<file path="config.mk">
export PLATFORM = sky130hd
export DESIGN_NAME = tcs_freq_sampler
export DESIGN_NICKNAME = d
export VERILOG_FILES = /design/src/rtl/tcs_freq_sampler.sv
export SDC_FILE = /design/constraint.sdc
export NUM_CORES = 1
export LEC_CHECK = 0
export CAP_MARGIN = 20
export CORE_MARGIN = 2
export CORE_UTILIZATION = 23
export DETAILED_ROUTE_END_ITERATION = 7
export HOLD_SLACK_MARGIN = 0.02
export PLACE_DENSITY = 0.49
export REMOVE_ABC_BUFFERS = 1
export SLEW_MARGIN = 10
export SYNTH_ARGS = -nofsm -noshare
export SYNTH_HDL_FRONTEND = slang
export SYNTH_SLANG_ARGS = --single-unit
</file>
<file path="constraint.sdc">
create_clock -name clk -period 2.4 [get_ports clk]
set_input_delay 0.48 -clock clk [delete_from_list [all_inputs] [get_ports clk]]
set_output_delay 0.48 -clock clk [all_outputs]
set_load 0.02 [all_outputs]
</file>
<file path="src/rtl/tcs_freq_sampler.sv">
// TCS3200 capture stage: filter sequencing, edge counting
// and frame publication of raw R/G/B/C frequency counts.
module tcs_freq_sampler #(
  parameter int CNT_W         = 16,
  parameter int GATE_CYCLES   = 50000,
  parameter int SETTLE_CYCLES = 500
) (
  input  logic             clk,
  input  logic             rst,
  input  logic             sensor_out,
  input  logic             start,
  input  logic             continuous,
  output logic [1:0]       s2_s3,
  output logic [CNT_W-1:0] freq_red,
  output logic [CNT_W-1:0] freq_green,
  output logic [CNT_W-1:0] freq_blue,
  output logic [CNT_W-1:0] freq_clear,
  output logic             sample_valid,
  output logic             overflow,
  output logic             busy
);

  localparam int GW =
    (GATE_CYCLES > 1) ? $clog2(GATE_CYCLES) : 1;
  localparam int SW =
    (SETTLE_CYCLES > 1) ? $clog2(SETTLE_CYCLES) : 1;
  localparam logic [GW-1:0] GATE_LAST =
    GW'(GATE_CYCLES - 1);
  localparam logic [SW-1:0] SETTLE_LAST =
    SW'(SETTLE_CYCLES - 1);
  localparam logic [CNT_W-1:0] CNT_MAX = '1;

  typedef enum logic [1:0] {
    IDLE,
    SETTLE,
    MEASURE,
    DONE
  } state_t;

  state_t           state_q;
  state_t           state_d;
  logic [1:0]       chan_q;
  logic [SW-1:0]    settle_cnt;
  logic [GW-1:0]    gate_cnt;
  logic [CNT_W-1:0] edge_cnt;
  logic [CNT_W-1:0] shadow_q [0:3];
  logic             frame_ovf;
  logic             sync1;
  logic             sync2;
  logic             prev;

  logic             edge_pulse;
  logic             settle_done;
  logic             gate_done;
  logic             cnt_hit;
  logic             ovf_now;
  logic [CNT_W-1:0] cnt_next;

  function automatic logic [1:0] sel_of(
    input logic [1:0] ch
  );
    logic [1:0] s;
    unique case (ch)
      2'd0:    s = 2'b00;
      2'd1:    s = 2'b11;
      2'd2:    s = 2'b01;
      default: s = 2'b10;
    endcase
    return s;
  endfunction

  assign edge_pulse  = sync2 & ~prev;
  assign settle_done = (state_q == SETTLE) &&
                       (settle_cnt == SETTLE_LAST);
  assign gate_done   = (state_q == MEASURE) &&
                       (gate_cnt == GATE_LAST);
  assign cnt_hit     = (state_q == MEASURE) && edge_pulse;
  assign ovf_now     = cnt_hit && (edge_cnt == CNT_MAX);
  assign cnt_next    = (cnt_hit && !ovf_now) ?
                       edge_cnt + 1'b1 : edge_cnt;
  assign busy        = (state_q != IDLE);

  // State register
  always_ff @(posedge clk) begin
    if (rst) state_q <= IDLE;
    else     state_q <= state_d;
  end

  // Next-state decode
  always_comb begin
    state_d = state_q;
    unique case (state_q)
      IDLE:
        if (start || continuous) state_d = SETTLE;
      SETTLE:
        if (settle_done) state_d = MEASURE;
      MEASURE:
        if (gate_done)
          state_d = (chan_q == 2'd3) ? DONE : SETTLE;
      DONE:
        state_d = continuous ? SETTLE : IDLE;
    endcase
  end

  // Synchroniser, counters, shadows and published frame
  always_ff @(posedge clk) begin
    if (rst) begin
      sync1        <= 1'b0;
      sync2        <= 1'b0;
      prev         <= 1'b0;
      chan_q       <= 2'd0;
      s2_s3        <= 2'b00;
      settle_cnt   <= '0;
      gate_cnt     <= '0;
      edge_cnt     <= '0;
      frame_ovf    <= 1'b0;
      for (int i = 0; i < 4; i++) shadow_q[i] <= '0;
      freq_red     <= '0;
      freq_green   <= '0;
      freq_blue    <= '0;
      freq_clear   <= '0;
      overflow     <= 1'b0;
      sample_valid <= 1'b0;
    end else begin
      sync1        <= sensor_out;
      sync2        <= sync1;
      prev         <= sync2;
      sample_valid <= 1'b0;
      unique case (state_q)
        IDLE: begin
          if (start || continuous) begin
            chan_q     <= 2'd0;
            s2_s3      <= 2'b00;
            settle_cnt <= '0;
            frame_ovf  <= 1'b0;
          end
        end
        SETTLE: begin
          settle_cnt <= settle_cnt + 1'b1;
          if (settle_done) begin
            gate_cnt <= '0;
            edge_cnt <= '0;
          end
        end
        MEASURE: begin
          gate_cnt <= gate_cnt + 1'b1;
          edge_cnt <= cnt_next;
          if (ovf_now) frame_ovf <= 1'b1;
          if (gate_done) begin
            shadow_q[chan_q] <= cnt_next;
            settle_cnt       <= '0;
            if (chan_q != 2'd3) begin
              chan_q <= chan_q + 2'd1;
              s2_s3  <= sel_of(chan_q + 2'd1);
            end else begin
              // last channel bypasses its shadow so the
              // whole frame lands on the same edge
              freq_red     <= shadow_q[0];
              freq_green   <= shadow_q[1];
              freq_blue    <= shadow_q[2];
              freq_clear   <= cnt_next;
              overflow     <= frame_ovf | ovf_now;
              sample_valid <= 1'b1;
            end
          end
        end
        DONE: begin
          chan_q     <= 2'd0;
          s2_s3      <= 2'b00;
          settle_cnt <= '0;
          frame_ovf  <= 1'b0;
        end
      endcase
    end
  end

endmodule

</file>
==> results_dict.tcl, run 1 <==
set metrics [dict create \
    drc 0 \
    holdCritStartpoint "sync1" \
    cts_buffers 17 \
    die_width_um 175 \
    worstSkewPairLatency_ps 430 \
    p_clk_frac 0.440 \
    yosysUniqueCellTypes 57 \
    drive_gt1_frac 0.121 \
    finalHoldViolations 0 \
    rr_worst_depth 6 \
    critPathTopFamily "buffers and inverters" \
    combPwrFrac 0.052 \
    maxCapViolations 0 \
    power_leakage_nw 2.83 \
    initial_core_util 0.234 \
    synthesis.area_sq_um 6710 \
    grt_max_degree 60 \
    ant_nets 0 \
    power_switching_w 0.00138 \
    worstPathMaxFanout 10 \
    synth_top_area_frac 0.346 \
    final_nets 831 \
    finalClockSkew_ps 24.6 \
    critPathRequiredTime_ps 1920 \
    hpwlAfterDp_um 11900 \
    h-tree-depth 4 \
    via_count 5398 \
    root_buffer "clkbuf_16" \
    reg2reg_setup_slack_ps 170 \
    critical_path_class "register to output pin" \
    worstSetupPathDepth 3 \
    min_path_cells 1 \
    synth_edf_count 48 \
    ys_ff_latch 164 \
    finalMaxSlewViolations 0 \
    syn_avg_cell_area_sq_um 9.29 \
    hold_path_end "sync2" \
    crit_path_cell_trace "buf_4 > or2_2 > clkdlybuf4s50_1" \
    tightestPinTransition_ps 693 \
    core_area_sq_um 28700 \
    initialDrtViolationCount 284 \
    endpoint_kind "output pin" \
    synth_area_leaders "dfxtp_1 35%, edfxtp_1 21%, nand2_1 7.1%, nor2_1 5.5%, a21oi_1 5.3%" \
    max_freq_ghz 0.442 \
    crit_arrival_ps 1780 \
    ys.flop_type "dfxtp_1" \
    clock_sinks 164 \
    gp_congestion 0.847 \
    p_int_w 0.00436 \
    p_seq_frac 0.508 \
    dieArea_sq_um 30500 \
    die_h_um 175 \
    port_buffers 73 \
    slowest_stage "clkdlybuf4s50_1" \
    switching_share 0.241 \
    fin_crit_sh 0.943 \
    power_density_nw_per_um2 658 \
    slew_headroom 0.533 \
    vdd_drop_max_v 0.000415 \
    antenna_found_initial 0 \
    path_buf_inv 2 \
    n_fill_cell 3103 \
    start_kind "register" \
    layout_min_cycle_time_ps 2260 \
    synth_top_area_cell "dfxtp_1" \
    rsz0062_at_grt "no" \
    status "finished, final reports clean" \
    r2r-end "shadow_q[0][3]" \
    p_total_w 0.00574 \
    n_antenna_cell 0 \
    gr-usage-all-layers 0.117 \
    fin_setup_tns_ps 0 \
    fp-row-count 62 \
    grt_pass1_wl_um 28300 \
    viasPerCell 4.43 \
    syn_to_final_growth_pct 30.2 \
    ys_async_sr_fraction 0 \
    clkTransAtPathRegs_ps 70 \
    setup_viol 0 \
    overflow 0 \
    drt-total-wl_um 17300 \
    ys_seq_area_frac 0.561 \
    dr.pass1.iters 4 \
    first_global_vias 5225 \
    min-delay-path-class "register to register" \
    cts_tree "built" \
    postLayoutCoreUtil 0.304 \
    wl_per_cell_um 14.2 \
    netlist_instances 722 \
    critPathMaxStageDelay_ps 550 \
    r2r_start "gate_cnt[8]" \
    clockBufferDepth 2 \
    ys.warnings.count 0 \
    pin_count 74 \
]
-- metal layers --
layer	part of all wire	up-vias	GRT usage	wire, um
li1	-	2742	-	-
met1	0.48	2562	0.157	8350
met2	0.48	90	0.190	8370
met3	0.028	4	0.0244	491
met4	0.0041	0	0.0337	71
met5	0	-	0	0
-- power by group through the flow --
| stage | clock (W) | combinational, W | sequential [W] |
|---|---|---|---|
| finish | 0.00253 | 0.000298 | 0.00292 |
| global route | 0.00276 | 0.000333 | 0.00293 |
| CTS | 0.00263 | 0.000302 | 0.00292 |
| detailed placement | 0 | 0.000302 | 0.00298 |
| global placement | 0 | 0.000301 | 0.00298 |
| floorplan | 0 | 0.000139 | 0.00299 |
-- cells in the mapped netlist (all sizes together) (3+ instances only) --
library cell / number
nand3b: 8
a21o: 6
dfxtp: 116
nor2b: 7
a31oi: 5
o31ai: 4
o21ai: 23
inv: 4
nor4: 8
and2: 5
nand2b: 7
edfxtp: 48
xor2: 5
a21oi: 71
clkbuf: 31
mux2: 7
xnor2: 12
o21bai: 4
nand4b: 3
buf: 12
nand4: 11
a211oi: 15
nor3b: 4
nor3: 16
nand2: 127
and3: 10
ha: 4
mux2i: 3
nor2: 98
nand3: 19
-- layout make-up --
class,instances,area [sq um],share of cell area
flip-flops and latches,164,3760,0.431
multi-input cells,511,2760,0.316
repair buffers,124,1170,0.134
well taps,384,480,0.0550
clock buffers,17,425,0.0487
clock inverters,15,118,0.0135
inverters,4,15.0,0.00172
-- metrics by stage --
step	cell area, sq um	instances	setup slack [ps]	hold WS [ps]
global route	8730	1219	4.95	462
detailed placement	8180	1187	137	427
floorplan	6520	679	-465	414
global placement	8180	1186	-30.4	419
CTS	8720	1219	113	445
finish	8730	1219	136	436
-- cell usage in the layout (no fill, tap or decap), drive strengths merged, types with 8 or more instances in the layout --
master	n
nand2	127
dfxtp	116
nor2	98
clkdlybuf4s50	72
a21oi	71
buf	52
edfxtp	48
o21ai	23
nand3	19
clkbuf	17
nor3	16
a211oi	15
inv	13
xnor2	12
nand4	11
and3	10
nand3b	8
nor4	8
-- state kept, by name, indices dropped and copies added (netlist names), 9 cells and up --
register / cells
freq_green: 16
freq_clear: 16
edge_cnt: 16
settle_cnt: 9
freq_blue: 16
freq_red: 16
gate_cnt: 16
shadow_q: 48
-- what timing repair did --
action | in CTS | in global routing
resized for setup | 0 | 2
setup endpoints to repair | 0 | 41
endpoints found under the hold margin | 0 | 0
setup buffers | 0 | 0
hold buffers | 0 | 0
-- logic make-up (layout without fill, tap and decap cells) --
group | Yosys count | in the layout | synth area share
flip-flops | 164 | 164 | 0.561
AND/OR/NAND/NOR | 338 | 338 | 0.237
multiplexers | 10 | 10 | 0.0162
XOR/XNOR | 17 | 17 | 0.0222
AO/OA/AOI/OAI | 142 | 142 | 0.126
buffers and inverters | 47 | 160 | 0.0298
adder cells (fa/ha/maj) | 4 | 4 | 0.00746
-- worst max-delay path by stage --
stage,startpoint,endpoint,slack (ps)
3_3_place_gp,settle_cnt[0],edge_cnt[5],-30
3_5_place_dp,gate_cnt[12],freq_clear[4],140
2_1_floorplan,gate_cnt[7],freq_clear[5],-460
5_1_grt,gate_cnt[8],shadow_q[0][13],5
6_report,state_q[1],busy,140
4_1_cts,gate_cnt[12],freq_clear[4],110
Note: power is estimated with default switching activity, not from simulation.
==> run 2: changes to the inputs <==
- GPL_ROUTABILITY_DRIVEN: unset -> 0
==> results of run 2 <==
No change in the layout: final DEF, timing and power equal those of run 1.
